$ cat src/rtl/vga_scaled_if.sv
`default_nettype none
// ============================================================================
// Module      : vga_scaled_if
// Description : Bundle between the raster generator, its framebuffer read
//               port and the VGA pins.
//               master (raster generator):
//                 in  : en, fb_pixel[3*COLOR_W]   ({b,g,r}, 1 cycle after addr)
//                 out : fb_addr[ADDR_W], vga_r/g/b[COLOR_W],
//                       vga_hsync, vga_vsync, vblank, frame_start
//               slave : mirror image (framebuffer RAM + control + connector)
// Revision    : 1.0 - initial release
// ============================================================================
interface vga_scaled_if #(
  parameter int COLOR_W = 1,
  parameter int ADDR_W  = 16
);
  logic                   en;
  logic [ADDR_W-1:0]      fb_addr;
  logic [3*COLOR_W-1:0]   fb_pixel;
  logic [COLOR_W-1:0]     vga_r;
  logic [COLOR_W-1:0]     vga_g;
  logic [COLOR_W-1:0]     vga_b;
  logic                   vga_hsync;
  logic                   vga_vsync;
  logic                   vblank;
  logic                   frame_start;

  modport master (
    input  en, fb_pixel,
    output fb_addr, vga_r, vga_g, vga_b, vga_hsync, vga_vsync, vblank, frame_start
  );

  modport slave (
    output en, fb_pixel,
    input  fb_addr, vga_r, vga_g, vga_b, vga_hsync, vga_vsync, vblank, frame_start
  );
endinterface
`default_nettype wire

$ cat src/rtl/vga_scaled.sv
`default_nettype none
// ============================================================================
// Module      : vga_scaled
// Description : VGA raster generator that reads a low-resolution framebuffer
//               through a 1-cycle synchronous read port and replicates each
//               framebuffer pixel X_SCALE x Y_SCALE times on screen.
// Ports       : clk  - system clock
//               rst  - synchronous active-high reset
//               bus  - vga_scaled_if.master (en, framebuffer port, VGA pins,
//                      vblank and frame_start strobes)
// Revision    : 1.0 - initial release
// ============================================================================
module vga_scaled #(
  parameter int H_VISIBLE       = 640,
  parameter int H_FP            = 16,
  parameter int H_SYNC          = 96,
  parameter int H_BP            = 48,
  parameter int V_VISIBLE       = 480,
  parameter int V_FP            = 10,
  parameter int V_SYNC          = 2,
  parameter int V_BP            = 33,
  parameter int CLKS_PER_PIXEL  = 2,
  parameter int X_SCALE         = 3,
  parameter int Y_SCALE         = 3,
  parameter int FB_WIDTH        = 213,
  parameter int FB_HEIGHT       = 160,
  parameter int COLOR_W         = 1,
  parameter int ADDR_W          = 16,
  parameter int SYNC_ACTIVE_LOW = 1
) (
  input  wire logic    clk,
  input  wire logic    rst,
  vga_scaled_if.master bus
);

  localparam int H_TOTAL = H_VISIBLE + H_FP + H_SYNC + H_BP;
  localparam int V_TOTAL = V_VISIBLE + V_FP + V_SYNC + V_BP;
  localparam int HW      = $clog2(H_TOTAL);
  localparam int VW      = $clog2(V_TOTAL);
  localparam int DW      = (CLKS_PER_PIXEL > 1) ? $clog2(CLKS_PER_PIXEL) : 1;
  localparam int XSW     = (X_SCALE > 1) ? $clog2(X_SCALE) : 1;
  localparam int YSW     = (Y_SCALE > 1) ? $clog2(Y_SCALE) : 1;
  localparam int FXW     = $clog2(FB_WIDTH + 1);
  localparam int FYW     = $clog2(V_VISIBLE + 1);
  localparam logic SYNC_ON  = (SYNC_ACTIVE_LOW != 0) ? 1'b0 : 1'b1;
  localparam logic SYNC_OFF = ~SYNC_ON;

  // Timing and addressing state
  logic [DW-1:0]     div_q, div_d;
  logic [HW-1:0]     h_q, h_d;
  logic [VW-1:0]     v_q, v_d;
  logic [XSW-1:0]    x_sub_q, x_sub_d;
  logic [FXW-1:0]    fb_x_q, fb_x_d;
  logic [YSW-1:0]    y_sub_q, y_sub_d;
  logic [FYW-1:0]    fb_y_q, fb_y_d;
  logic [ADDR_W-1:0] line_base_q, line_base_d;

  // Pipeline stage 1 (flags of state T) and stage 2 (registered outputs)
  logic s1_hs_q, s1_vs_q, s1_infb_q, s1_en_q, s1_vb_q, s1_fs_q;
  logic [3*COLOR_W-1:0] rgb_q;
  logic hsync_q, vsync_q, vblank_q, fs_q;

  logic pix_tick, h_wrap, v_wrap, h_vis, v_vis, in_fb, hsync_raw, vsync_raw;

  assign pix_tick  = (div_q == DW'(CLKS_PER_PIXEL - 1));
  assign h_wrap    = pix_tick && (h_q == HW'(H_TOTAL - 1));
  assign v_wrap    = h_wrap && (v_q == VW'(V_TOTAL - 1));
  assign h_vis     = (h_q < HW'(H_VISIBLE));
  assign v_vis     = (v_q < VW'(V_VISIBLE));
  assign in_fb     = h_vis && v_vis && (fb_x_q < FXW'(FB_WIDTH)) && (fb_y_q < FYW'(FB_HEIGHT));
  assign hsync_raw = (h_q >= HW'(H_VISIBLE + H_FP)) && (h_q < HW'(H_VISIBLE + H_FP + H_SYNC));
  assign vsync_raw = (v_q >= VW'(V_VISIBLE + V_FP)) && (v_q < VW'(V_VISIBLE + V_FP + V_SYNC));

  always_comb begin
    div_d       = pix_tick ? '0 : div_q + 1'b1;
    h_d         = h_q;
    v_d         = v_q;
    x_sub_d     = x_sub_q;
    fb_x_d      = fb_x_q;
    y_sub_d     = y_sub_q;
    fb_y_d      = fb_y_q;
    line_base_d = line_base_q;

    if (pix_tick) begin
      h_d = h_wrap ? '0 : h_q + 1'b1;
    end
    if (h_wrap) begin
      v_d = v_wrap ? '0 : v_q + 1'b1;
    end

    // Horizontal replication; fb_x saturates at FB_WIDTH so the rest of the
    // visible line falls into the black border.
    if (h_wrap) begin
      x_sub_d = '0;
      fb_x_d  = '0;
    end else if (pix_tick && h_vis && (fb_x_q < FXW'(FB_WIDTH))) begin
      if (x_sub_q == XSW'(X_SCALE - 1)) begin
        x_sub_d = '0;
        fb_x_d  = fb_x_q + 1'b1;
      end else begin
        x_sub_d = x_sub_q + 1'b1;
      end
    end

    // Vertical replication; line_base tracks fb_y*FB_WIDTH by accumulation.
    if (v_wrap) begin
      y_sub_d     = '0;
      fb_y_d      = '0;
      line_base_d = '0;
    end else if (h_wrap && v_vis) begin
      if (y_sub_q == YSW'(Y_SCALE - 1)) begin
        y_sub_d     = '0;
        fb_y_d      = fb_y_q + 1'b1;
        line_base_d = line_base_q + ADDR_W'(FB_WIDTH);
      end else begin
        y_sub_d = y_sub_q + 1'b1;
      end
    end
  end

  always_ff @(posedge clk) begin
    if (rst) begin
      div_q       <= '0;
      h_q         <= '0;
      v_q         <= '0;
      x_sub_q     <= '0;
      fb_x_q      <= '0;
      y_sub_q     <= '0;
      fb_y_q      <= '0;
      line_base_q <= '0;
      s1_hs_q     <= 1'b0;
      s1_vs_q     <= 1'b0;
      s1_infb_q   <= 1'b0;
      s1_en_q     <= 1'b0;
      s1_vb_q     <= 1'b0;
      s1_fs_q     <= 1'b0;
      rgb_q       <= '0;
      hsync_q     <= SYNC_OFF;
      vsync_q     <= SYNC_OFF;
      vblank_q    <= 1'b0;
      fs_q        <= 1'b0;
    end else begin
      div_q       <= div_d;
      h_q         <= h_d;
      v_q         <= v_d;
      x_sub_q     <= x_sub_d;
      fb_x_q      <= fb_x_d;
      y_sub_q     <= y_sub_d;
      fb_y_q      <= fb_y_d;
      line_base_q <= line_base_d;
      // Stage 1: flags of state T, aligned with the RAM read in flight
      s1_hs_q     <= hsync_raw;
      s1_vs_q     <= vsync_raw;
      s1_infb_q   <= in_fb;
      s1_en_q     <= bus.en;
      s1_vb_q     <= !v_vis;
      s1_fs_q     <= (h_q == '0) && (v_q == '0) && (div_q == '0);
      // Stage 2: RAM data for state T arrives now; gate with en/in_fb
      rgb_q       <= (s1_infb_q && s1_en_q) ? bus.fb_pixel : '0;
      hsync_q     <= (s1_hs_q && s1_en_q) ? SYNC_ON : SYNC_OFF;
      vsync_q     <= (s1_vs_q && s1_en_q) ? SYNC_ON : SYNC_OFF;
      vblank_q    <= s1_vb_q;
      fs_q        <= s1_fs_q && s1_en_q;
    end
  end

  assign bus.fb_addr     = in_fb ? (line_base_q + ADDR_W'(fb_x_q)) : '0;
  assign bus.vga_r       = rgb_q[0 +: COLOR_W];
  assign bus.vga_g       = rgb_q[COLOR_W +: COLOR_W];
  assign bus.vga_b       = rgb_q[2*COLOR_W +: COLOR_W];
  assign bus.vga_hsync   = hsync_q;
  assign bus.vga_vsync   = vsync_q;
  assign bus.vblank      = vblank_q;
  assign bus.frame_start = fs_q;

endmodule
`default_nettype wire

$ cat src/flat_wrapper.sv
// flat-port wrapper written by rule: the top's interface ports become plain ports
module vga_scaled_flat 
#(
  parameter int H_VISIBLE       = 640,
  parameter int H_FP            = 16,
  parameter int H_SYNC          = 96,
  parameter int H_BP            = 48,
  parameter int V_VISIBLE       = 480,
  parameter int V_FP            = 10,
  parameter int V_SYNC          = 2,
  parameter int V_BP            = 33,
  parameter int CLKS_PER_PIXEL  = 2,
  parameter int X_SCALE         = 3,
  parameter int Y_SCALE         = 3,
  parameter int FB_WIDTH        = 213,
  parameter int FB_HEIGHT       = 160,
  parameter int COLOR_W         = 1,
  parameter int ADDR_W          = 16,
  parameter int SYNC_ACTIVE_LOW = 1
)
  (clk, rst, bus_en, bus_fb_pixel, bus_fb_addr, bus_vga_r, bus_vga_g, bus_vga_b, bus_vga_hsync, bus_vga_vsync, bus_vblank, bus_frame_start);
  vga_scaled_if #(.COLOR_W(COLOR_W), .ADDR_W(ADDR_W)) bus_i ();
  input  wire logic clk;
  input  wire logic rst;
  input wire logic [$bits(bus_i.en)-1:0] bus_en;
  input wire logic [$bits(bus_i.fb_pixel)-1:0] bus_fb_pixel;
  output wire logic [$bits(bus_i.fb_addr)-1:0] bus_fb_addr;
  output wire logic [$bits(bus_i.vga_r)-1:0] bus_vga_r;
  output wire logic [$bits(bus_i.vga_g)-1:0] bus_vga_g;
  output wire logic [$bits(bus_i.vga_b)-1:0] bus_vga_b;
  output wire logic [$bits(bus_i.vga_hsync)-1:0] bus_vga_hsync;
  output wire logic [$bits(bus_i.vga_vsync)-1:0] bus_vga_vsync;
  output wire logic [$bits(bus_i.vblank)-1:0] bus_vblank;
  output wire logic [$bits(bus_i.frame_start)-1:0] bus_frame_start;
  assign bus_i.en = bus_en;
  assign bus_i.fb_pixel = bus_fb_pixel;
  assign bus_fb_addr = bus_i.fb_addr;
  assign bus_vga_r = bus_i.vga_r;
  assign bus_vga_g = bus_i.vga_g;
  assign bus_vga_b = bus_i.vga_b;
  assign bus_vga_hsync = bus_i.vga_hsync;
  assign bus_vga_vsync = bus_i.vga_vsync;
  assign bus_vblank = bus_i.vblank;
  assign bus_frame_start = bus_i.frame_start;
  vga_scaled #(.H_VISIBLE(H_VISIBLE), .H_FP(H_FP), .H_SYNC(H_SYNC), .H_BP(H_BP), .V_VISIBLE(V_VISIBLE), .V_FP(V_FP), .V_SYNC(V_SYNC), .V_BP(V_BP), .CLKS_PER_PIXEL(CLKS_PER_PIXEL), .X_SCALE(X_SCALE), .Y_SCALE(Y_SCALE), .FB_WIDTH(FB_WIDTH), .FB_HEIGHT(FB_HEIGHT), .COLOR_W(COLOR_W), .ADDR_W(ADDR_W), .SYNC_ACTIVE_LOW(SYNC_ACTIVE_LOW)) u_core (.clk(clk), .rst(rst), .bus(bus_i));
endmodule
$ cat config.mk
export PLATFORM = sky130hd
export DESIGN_NAME = vga_scaled_flat
export DESIGN_NICKNAME = d
export VERILOG_FILES = /design/src/rtl/vga_scaled_if.sv /design/src/rtl/vga_scaled.sv /design/src/flat_wrapper.sv
export SDC_FILE = /design/constraint.sdc
export NUM_CORES = 1
export LEC_CHECK = 0
export ABC_CLOCK_PERIOD_IN_PS = 2100
export CAP_MARGIN = 40
export CORE_AREA = 8 8 114 116
export CTS_CLUSTER_DIAMETER = 40
export DETAILED_ROUTE_END_ITERATION = 8
export DIE_AREA = 0 0 122 124
export GPL_ROUTABILITY_DRIVEN = 0
export GPL_TIMING_DRIVEN = 0
export PLACE_DENSITY = 0.51
export SYNTH_ARGS = -nofsm -noshare
export SYNTH_HDL_FRONTEND = slang
export SYNTH_SLANG_ARGS = --single-unit
$ cat constraint.sdc
create_clock -name clk -period 2.1 [get_ports clk]
set_input_delay 0.21 -clock clk [delete_from_list [all_inputs] [get_ports clk]]
set_output_delay 0.21 -clock clk [all_outputs]
set_load 0.02 [all_outputs]
Yosys cells after proc, flatten, opt, wreduce, memory -nomap -nowiden --
Cells that the tools add are included. W data, S select, Z words.
Word-level totals: input port bits 6, register bits 71, word-level logic and storage cells 74, output and inout port bits 23
Cells by class: muxes and demuxes 7, bitwise gates (word level) 2, add/sub/neg operators 9, order comparisons 8, reductions and logical operators 25, eq/ne operators 4
Operators with widths (count):
- $add A10 B1 Y10 const B | 2
- $eq A10 B10 Y1 const B | 2
- $logic_not A10 Y1 | 2
- $lt A10 B10 Y1 const B | 2
- $lt A10 B9 Y1 const B | 2
- $mux W10 | 2
- $add A16 B8 Y16 | 1
- $add A16 B8 Y16 const B | 1
- $logic_and A1 B1 Y1 | 16
- $mux W16 | 1
- $ge A10 B10 Y1 const B | 1
- $ge A10 B9 Y1 const B | 1
- $add A9 B1 Y9 const B | 1
- $lt A9 B8 Y1 const B | 1
- $add A8 B1 Y8 const B | 1
- $lt A8 B8 Y1 const B | 1
- $reduce_or A2 Y1 | 4
- $add A2 B1 Y2 const B | 2
- $eq A2 B2 Y1 const B | 2
- $mux W2 | 2
- $reduce_and A2 Y1 | 2
- $mux W1 | 2
- $not A1 Y1 | 2
- $add A1 B1 Y1 const B | 1
- $logic_not A1 Y1 | 1

Logic depth before layout (Yosys ltp) --
Gate-level depths: netlist (run 1).
depth after elaboration 5, mapped depth 9, mapped depth without buffers 8

Worst setup path before layout (run 1) --
Ideal clock, no wire load.
path kind register to output, from register u_core.line_base_q[0], to output port bus_fb_addr[8], arrival 2.120 ns, cell stages (with the launch flop) 9, setup slack -0.230 ns, path buffers 0, data required time 1.890 ns, path through dfxtp_1 -> ha_1 -> inv_1 -> fa_1 -> nor2b_1 -> o21a_1 -> o2111ai_1 -> nand3_1 -> nor3b_1
On the way: word-level cells in the longest chain between the ends 2
RTL lines:
- start: declaration | line vga_scaled.sv:56 | logic [ADDR_W-1:0] line_base_q, line_base_d;
- start signal: assignment | line vga_scaled.sv:150 | line_base_q <= line_base_d;
- $add A16 B8 Y16 | line vga_scaled.sv:167 | assign bus.fb_addr = in_fb ? (line_base_q + ADDR_W'(fb_x_q)) : '0;
- $mux W16 | line vga_scaled.sv:167
- end: declaration | line flat_wrapper.sv:27 | output wire logic [$bits(bus_i.fb_addr)-1:0] bus_fb_addr;
No other way between the ends.

Worst setup path in the final report (run 1) --
from register u_core.fb_x_q[0], to output port bus_fb_addr[12]
On the way: word-level cells in the longest chain between the ends 4, elaborated cells on any way between the ends 5, classes of those cells 1 x add/sub; 1 x order compare; 1 x mux; 2 x reduce/logical
RTL lines:
- start: declaration | line vga_scaled.sv:53 | logic [FXW-1:0] fb_x_q, fb_x_d;
- start signal: assignment | line vga_scaled.sv:127 | fb_x_q <= '0;
- start signal: assignment | line vga_scaled.sv:147 | fb_x_q <= fb_x_d;
- parallel branches: the longest is 3 deep, another holds $add A16 B8 Y16
- $mux W16 (*) | line vga_scaled.sv:167
Mark *: on every way between the ends.

==> key figures, run 1 <==
Critical path
  • Reg2reg start: u_core.fb_x_q[0]$_SDFFE_PP0P_
  • Worst setup SP type: flop
  • Setup Crit Path Kind: flop to primary output
  • Worst EP arrival: ~2400 ps
  • CP Capture Type: primary output
  • CP Max Fanout: 4
  • Reg-to-Reg End: u_core.fb_x_q[5]$_SDFFE_PP0P_
  • R2R Setup Slk: around 40 ps
  • Worst Reg2Reg Path Length in Cells: 10
  • Req. time, crit path: about 1900 ps

Hold path
  • Hold Path Depth: 1
  • Start point of the worst hold path: u_core.s1_hs_q$_SDFF_PP0_
  • Hold Crit Class: flop to flop
  • Hold EP: u_core.bus.vga_hsync$_SDFF_PP1_

Timing
  • Final setup viols: 16
  • Relative slew slack: 0.660
  • Max Fclk: 0.388 GHz
  • Clock Skew: ~5.7 ps
  • Period utilization: 1.23
  • Final hold violations: 0
  • Slew Viols, Final: 0
  • Least-Margin Pin Slew: approximately 500 ps
  • RSZ-0062 raised after global routing: yes
  • Period minus WS final: 2580 ps
  • Post-route setup slack: -480 ps

Drt
  • Initial DRT Pass Iterations: 4
  • WL final: between 10,000 and 15,000 um
  • Via-to-Cell Ratio: just over 5
  • Starting DRC count in detailed routing: 140
  • Vias: 3,403
  • DR WL/cell: approximately 15 um
  • DRC viols: 0
  • Final ANT Viol Nets: 0

Placement
  • Placed cell area: ~4400 sq um
  • DP HPWL: between 6000 and 7000 um
  • Port buffer count: 28

Synth
  • Main flop type after synthesis: dfxtp_1
  • Synthesized area per cell: approximately 8.4 sq um
  • Count of cell types in the netlist: 48
  • Post-synthesis cell area: 3820 sq um
  • Mapped Cells: ~460
  • Synth warnings: 0
  • Sequential share of the synthesized area: 0.372
  • Synth async-reset ratio: 0
  • Yosys reg bits: about 70
  • Post-synth EDFFs: 0
  • Syn nets: 480

GRT
  • Maximum number of pins on one net before global-route repair: 12
  • Vias in the first global route: 3,345
  • All-Layer GR Usage: 0.137
  • Total grt overflow: 0
  • First-pass GRT wire length: about 16,000 um
  • Antenna violations before repair: 0

Clock network
  • TritonCTS clock tree: yes
  • Root Buffer: clkbuf_16
  • CTS buffer count: 9
  • Clock slew at reported path FFs: 60 ps
  • CTS Sinks: approximately 70
  • Worst-skew pair later-pin latency: between 300 and 400 ps
  • H-tree depth: 3
  • Bufs on Longest Clock Path: 2

Outcome
  • Status: finished with violations
  • Failing checks: negative setup slack

Finish
  • Ant diodes: 0
  • Share of layout cells above drive strength 1: 0.279
  • Final Instance Area: approximately 5300 sq um
  • Nets@finish: 546
  • Area Growth Syn to Fin: 39.0%
  • Final core utilization: 0.476

Die
  • Die area: 15,100 sq um
  • Die X: between 100 and 150 um
  • Initial Utilization: 0.342
  • Row cnt: 39
  • IO Pins: 29
  • CORE AREA: roughly 11,000 sq um
  • Die height: 124 um

Job
  • Max-cap violation count: 0

Power and ir drop
  • Peak supply drop: between 300 and 400 uV
  • Pwr per Cell Area: 571 nW/um^2
  • Pleak: approximately 1.9 nW
-- Yosys cell counts, drive strengths merged, types with 8 or more instances --
library cell,count,area [sq um]
nor2b,8,50.1
nor2,60,225
nand2,35,131
dfxtp,71,1420
buf,10,68.8
xnor2,27,236
inv,11,41.3
o21ai,11,55.1
clkbuf,12,46.3
nor4,9,62.6
nand3,26,143
ha,17,213
nor3,14,70.1
xor2,11,96.3
nand4,18,128
and3,8,50.1
a21oi,36,180
or4,8,60.1
-- cells in the final DEF (no fill, tap or decap), drive strengths merged, types with 3 or more instances in the layout --
cell,n
nor2b,8
mux2i,7
nand3b,6
or3,7
nor4b,3
clkbuf,22
o31ai,7
nor3,14
nor2,60
ha,17
a21oi,36
and2,6
o21ai,11
o21a,5
or4,8
and3,8
a21o,5
nand2,36
nor4,9
xor2,11
dfxtp,71
xnor2,27
nand4,18
nand3,26
buf,53
inv,11
clkdlybuf4s50,12
-- logic make-up after synthesis --
family	after synthesis	synth area share
simple gates	215	0.299
fa+ha+maj	18	0.0609
mux	7	0.0183
flops	71	0.372
buf+inv	33	0.0409
compound gates	74	0.122
xor+xnor	38	0.0871
-- where the power goes --
part | switching (mW) | internal, mW | total, mW
combinational | 0.0506 | 0.0397 | 0.0903
sequential | 0.00896 | 1.36 | 1.37
clock | 0.567 | 1.01 | 1.58
-- worst max-delay path, stage by stage (launching register included) --
cell and delay, ps:
dfxtp_4 370, ha_4 140, inv_2 30, fa_2 360, nor2b_4 140, o21a_4 150, o2111ai_4 200, a21oi_2 250
mux2i_4 250, buf_6 140
-- worst max path at each step --
stage / startpoint / to / slack (ps) / cells past startpoint
4_1_cts: u_core.fb_x_q[0]$_SDFFE_PP0P_ / bus_fb_addr[10] / -470 / 9
2_1_floorplan: u_core.fb_x_q[1]$_SDFFE_PP0P_ / bus_fb_addr[2] / -50 / 8
3_3_place_gp: u_core.fb_x_q[1]$_SDFFE_PP0P_ / bus_fb_addr[2] / -960 / 9
3_5_place_dp: u_core.fb_x_q[1]$_SDFFE_PP0P_ / bus_fb_addr[2] / -960 / 9
5_1_grt: u_core.fb_x_q[0]$_SDFFE_PP0P_ / bus_fb_addr[12] / -550 / 9
6_report: u_core.fb_x_q[0]$_SDFFE_PP0P_ / bus_fb_addr[12] / -480 / 9
-- registers in the layout, summed over array words and instances, names as in the netlist --
name / cells
u_core.y_sub_q: 2
u_core.line_base_q: 16
u_core.s1_en_q: 1
u_core.s1_vb_q: 1
u_core.h_q: 10
u_core.x_sub_q: 2
u_core.s1_infb_q: 1
u_core.div_q: 1
u_core.s1_hs_q: 1
u_core.s1_vs_q: 1
u_core.s1_fs_q: 1
u_core.bus.frame_start: 1
u_core.bus.vblank: 1
u_core.fb_y_q: 9
u_core.bus.vga_hsync: 1
u_core.bus.vga_vsync: 1
u_core.rgb_q: 3
u_core.v_q: 10
u_core.fb_x_q: 8
-- per-layer routing --
layer	routed length (um)	share of wire	vias up	GRT usage
met5	0	0	-	0
met4	225	0.022	0	0.0725
met3	347	0.034	15	0.0304
met2	4760	0.47	51	0.224
met1	4790	0.47	1589	0.164
li1	-	-	1748	-
-- per-stage QoR --
step           TNS, ps  setup slack (ps)  instances  power [mW]  hold slack [ps]
6_report         -4750              -480        670        3.04              360
5_1_grt          -6210              -549        670        3.15              379
4_1_cts          -3830              -465        657        3.07              365
3_5_place_dp    -25280              -956        627        1.48              351
3_3_place_gp    -24270              -960        627        1.48              347
2_1_floorplan     -217             -54.9        456        1.45              338
-- timing repair --
| item | in CTS | in global routing |
|---|---|---|
| hold buffers | 0 | 0 |
| setup endpoints to repair | 61 | 60 |
| setup buffers | 16 | 13 |
| resized for setup | 144 | 45 |
| pin swaps | 16 | 13 |
| gates cloned | 0 | 1 |
-- area by class of cell --
type	count	area (sq um)
Timing Repair Buffer	57	519
Clock buffer	13	270
Clock inverter	3	40.0
Tap cell	143	179
Inverter	11	41.3
Buffer	19	138
Fill cell	1083	5860
Multi-Input combinational cell	353	2680
Sequential cell	71	1450
Power figures use the tool's default switching activity.
==> inputs of run 2 (changes only) <==
--- a/constraint.sdc
+++ b/constraint.sdc
@@ -3,2 +3,2 @@
 set_output_delay 0.21 -clock clk [all_outputs]
-set_load 0.02 [all_outputs]
+set_load 0.01 [all_outputs]
==> key figures, run 2 (synthesis gave the netlist of run 1 again) <==
Outcome
  • Failing checks: negative setup slack (unchanged)
  • Status: finished with violations (unchanged)

Finish
  • Nets@finish: 566 (was 546)
  • Share of layout cells above drive strength 1: 0.316 (was 0.279)
  • Most flops, register: u_core.line_base_q (unchanged)
  • Ant diodes: 0 (unchanged)
  • Largest registers: u_core.line_base_q x16, u_core.h_q x10, u_core.v_q x10 (unchanged)
  • Commonest non-fill, non-tap cell in the layout: dfxtp_1 (unchanged)
  • Final core utilization: 0.485 (was 0.476)
  • Non-Filler Instances: 690 (was 670)
  • Final Instance Area: 5420 sq um (was 5310 sq um)
  • Area Growth Syn to Fin: 41.7% (was 39.0%)
  • Most frequent cells in the layout: dfxtp_1, nor2_1, buf_4 (was dfxtp_1, nor2_1, buf_4, nand2_1, a21oi_1)
  • Max FFs per register: 16 (unchanged)

Timing
  • Relative slew slack: 0.692 (was 0.660)
  • Final setup viols: 16 (unchanged)
  • Slew Viols, Final: 0 (unchanged)
  • Clock Skew: 8.16 ps (was 5.65 ps)
  • WHS: 364 ps (was 360 ps)
  • Final hold violations: 0 (unchanged)
  • Setup_tns: -3190 ps (was -4750 ps)
  • RSZ-0062 raised after global routing: yes (unchanged)
  • Least-Margin Pin Slew: 456 ps (was 503 ps)
  • Post-route setup slack: -363 ps (was -480 ps)
  • Max Fclk: 0.406 GHz (was 0.388 GHz)
  • Period utilization: 1.17 (was 1.23)
  • Period minus WS final: 2460 ps (was 2580 ps)

Clock network
  • Clock slew at reported path FFs: 60 ps (about the same)
  • Bufs on Longest Clock Path: 2 (unchanged)
  • CTS hold repair buffers: 0 (unchanged)
  • H-tree depth: 3 (unchanged)
  • TritonCTS clock tree: yes (unchanged)
  • Worst-skew pair later-pin latency: 340 ps (was 330 ps)
  • Root Buffer: clkbuf_16 (unchanged)
  • CTS Sinks: 71 (unchanged)
  • CTS buffer count: 9 (unchanged)

Die
  • Die area: 15,100 sq um (unchanged)
  • CORE AREA: 11,200 sq um (unchanged)
  • Die X: 122 um (unchanged)
  • Initial Utilization: 0.342 (unchanged)
  • IO Pins: 29 (unchanged)
  • Die height: 124 um (unchanged)
  • Row cnt: 39 (unchanged)

Drt
  • Via-to-Cell Ratio: 5.06 (was 5.08)
  • Initial DRT Pass Iterations: 4 (unchanged)
  • Final ANT Viol Nets: 0 (unchanged)
  • DR WL/cell: 14.7 um (was 15.1 um)
  • Vias: 3,488 (was 3,403)
  • Starting DRC count in detailed routing: 158 (was 140)
  • WL final: 10,100 um (about the same)
  • DRC viols: 0 (unchanged)

GRT
  • Antenna violations before repair: 0 (unchanged)
  • All-Layer GR Usage: 0.139 (was 0.137)
  • Total grt overflow: 0 (unchanged)
  • Maximum number of pins on one net before global-route repair: 13 (was 12)
  • First-pass GRT wire length: 16,700 um (was 16,300 um)
  • Vias in the first global route: 3,360 (was 3,345)

Placement
  • Pre-CTS WS: -847 ps (was -956 ps)
  • Port buffer count: 28 (unchanged)
  • Placed Cells: 627 (unchanged)
  • DP HPWL: 6730 um (was 6940 um)
  • Placed cell area: 4310 sq um (was 4380 sq um)

Critical path
  • Slowest-stage cell, CP: dfxtp_2 (was dfxtp_4)
  • Buf/Inv on CP: 2 (unchanged)
  • CP peak stage delay: 400 ps (was 370 ps)
  • Reg-to-Reg End: u_core.fb_x_q[5]$_SDFFE_PP0P_ (unchanged)
  • CP Max Fanout: 5 (was 4)
  • Req. time, crit path: 1890 ps (about the same)
  • R2R Setup Slk: 80 ps (was 40 ps)
  • Crit path max-delay family: compound AO/OA/AOI/OAI gates (unchanged)
  • CP Capture Type: primary output (unchanged)
  • Worst EP arrival: 2250 ps (was 2370 ps)
  • Worst Reg2Reg Path Length in Cells: 10 (unchanged)
  • End of the critical path: bus_fb_addr[8] (was bus_fb_addr[12])
  • Reg2reg start: u_core.fb_x_q[0]$_SDFFE_PP0P_ (unchanged)
  • Setup Crit Path Kind: flop to primary output (unchanged)
  • Path length in cells of the critical path: 8 (was 9)
  • Worst path cell trace: ha_4, nor2b_2, o21a_2, o2111ai_4, buf_4, a21oi_2, nor3b_2, buf_2 (was ha_4, inv_2, fa_2, nor2b_4, o21a_4, o2111ai_4, a21oi_2, mux2i_4, buf_6)
  • Critical path startpoint: u_core.line_base_q[2]$_SDFFE_PP0P_ (was u_core.fb_x_q[0]$_SDFFE_PP0P_)
  • Worst setup SP type: flop (unchanged)

Hold path
  • Hold Crit Class: flop to flop (unchanged)

Power and ir drop
  • Peak supply drop: 304 uV (was 328 uV)
  • Total power: 3.11 mW (was 3.04 mW)
  • Pleak: 1.90 nW (about the same)
  • Pwr per Cell Area: 574 nW/um^2 (was 571 nW/um^2)

Job
  • Max-cap violation count: 0 (unchanged)
-- run 2: changes by cell type in the layout (fill, tap and decap cells not counted), sizes merged --
| cell | previous run | this run |
|---|---|---|
| clkbuf | 22 | 21 |
| bufinv | 1 | 2 |
| clkinvlp | 0 | 1 |
| nand2 | 36 | 35 |
| buf | 53 | 75 |
| clkdlybuf4s15 | 2 | 0 |
-- run 2: routing by layer --
metal | track usage | vias to the layer above | wire [um]
li1 | - | 1793 | -
met1 | 0.169 | 1632 | 4870
met2 | 0.233 | 51 | 4780
met3 | 0.0249 | 12 | 328
met4 | 0.0632 | 0 | 160
met5 | 0 | - | 0
-- run 2: worst reg2reg max path, stage by stage, from the launching register on --
cell,delay [ps]
dfxtp_4,350
buf_4,140
inv_4,60
ha_4,120
nor2b_1,40
o2111ai_2,210
buf_4,160
nand4_1,120
buf_6,160
or4_1,460
a21oi_1,120
-- run 2: area by class of cell --
cell class	instances	area (sq um)
Buffer	20	141
Clock inverter	5	81.3
Sequential cell	71	1470
Timing Repair Buffer	77	641
Inverter	11	46.3
Fill cell	1052	5760
Tap cell	143	179
Clock buffer	11	243
Multi-Input combinational cell	352	2620
-- run 2: report_power, final --
part,internal (mW),total (mW),switching (mW),leakage (nW)
Clock,1.07,1.67,0.593,0.156
Sequential,1.35,1.36,0.00864,0.585
Combinational,0.0390,0.0867,0.0477,1.16
-- run 2: worst min-delay path by stage --
stage / cells past startpoint / from / end / slack (ps)
floorplan: 1 / bus_en / u_core.s1_en_q$_SDFF_PP0_ / 340
global placement: 1 / u_core.s1_vs_q$_SDFF_PP0_ / u_core.bus.vga_vsync$_SDFF_PP1_ / 350
detailed placement: 1 / u_core.s1_vs_q$_SDFF_PP0_ / u_core.bus.vga_vsync$_SDFF_PP1_ / 350
CTS: 1 / u_core.s1_vs_q$_SDFF_PP0_ / u_core.bus.vga_vsync$_SDFF_PP1_ / 370
global route: 1 / u_core.s1_vs_q$_SDFF_PP0_ / u_core.bus.vga_vsync$_SDFF_PP1_ / 370
finish: 1 / u_core.s1_vs_q$_SDFF_PP0_ / u_core.bus.vga_vsync$_SDFF_PP1_ / 360
-- run 2: timing repair --
action                                  CTS  global route
buffers inserted                         38            12
resized for setup                       163            24
endpoints found under the setup margin   60            63
pin swaps                                28            16
cloned                                    0             0
==> inputs of run 3 (changes only) <==
ABC_CLOCK_PERIOD_IN_PS = not set   (was 2100)
==> results of run 3 <==
The final DEF is identical to that of run 2; final timing and power are the same.
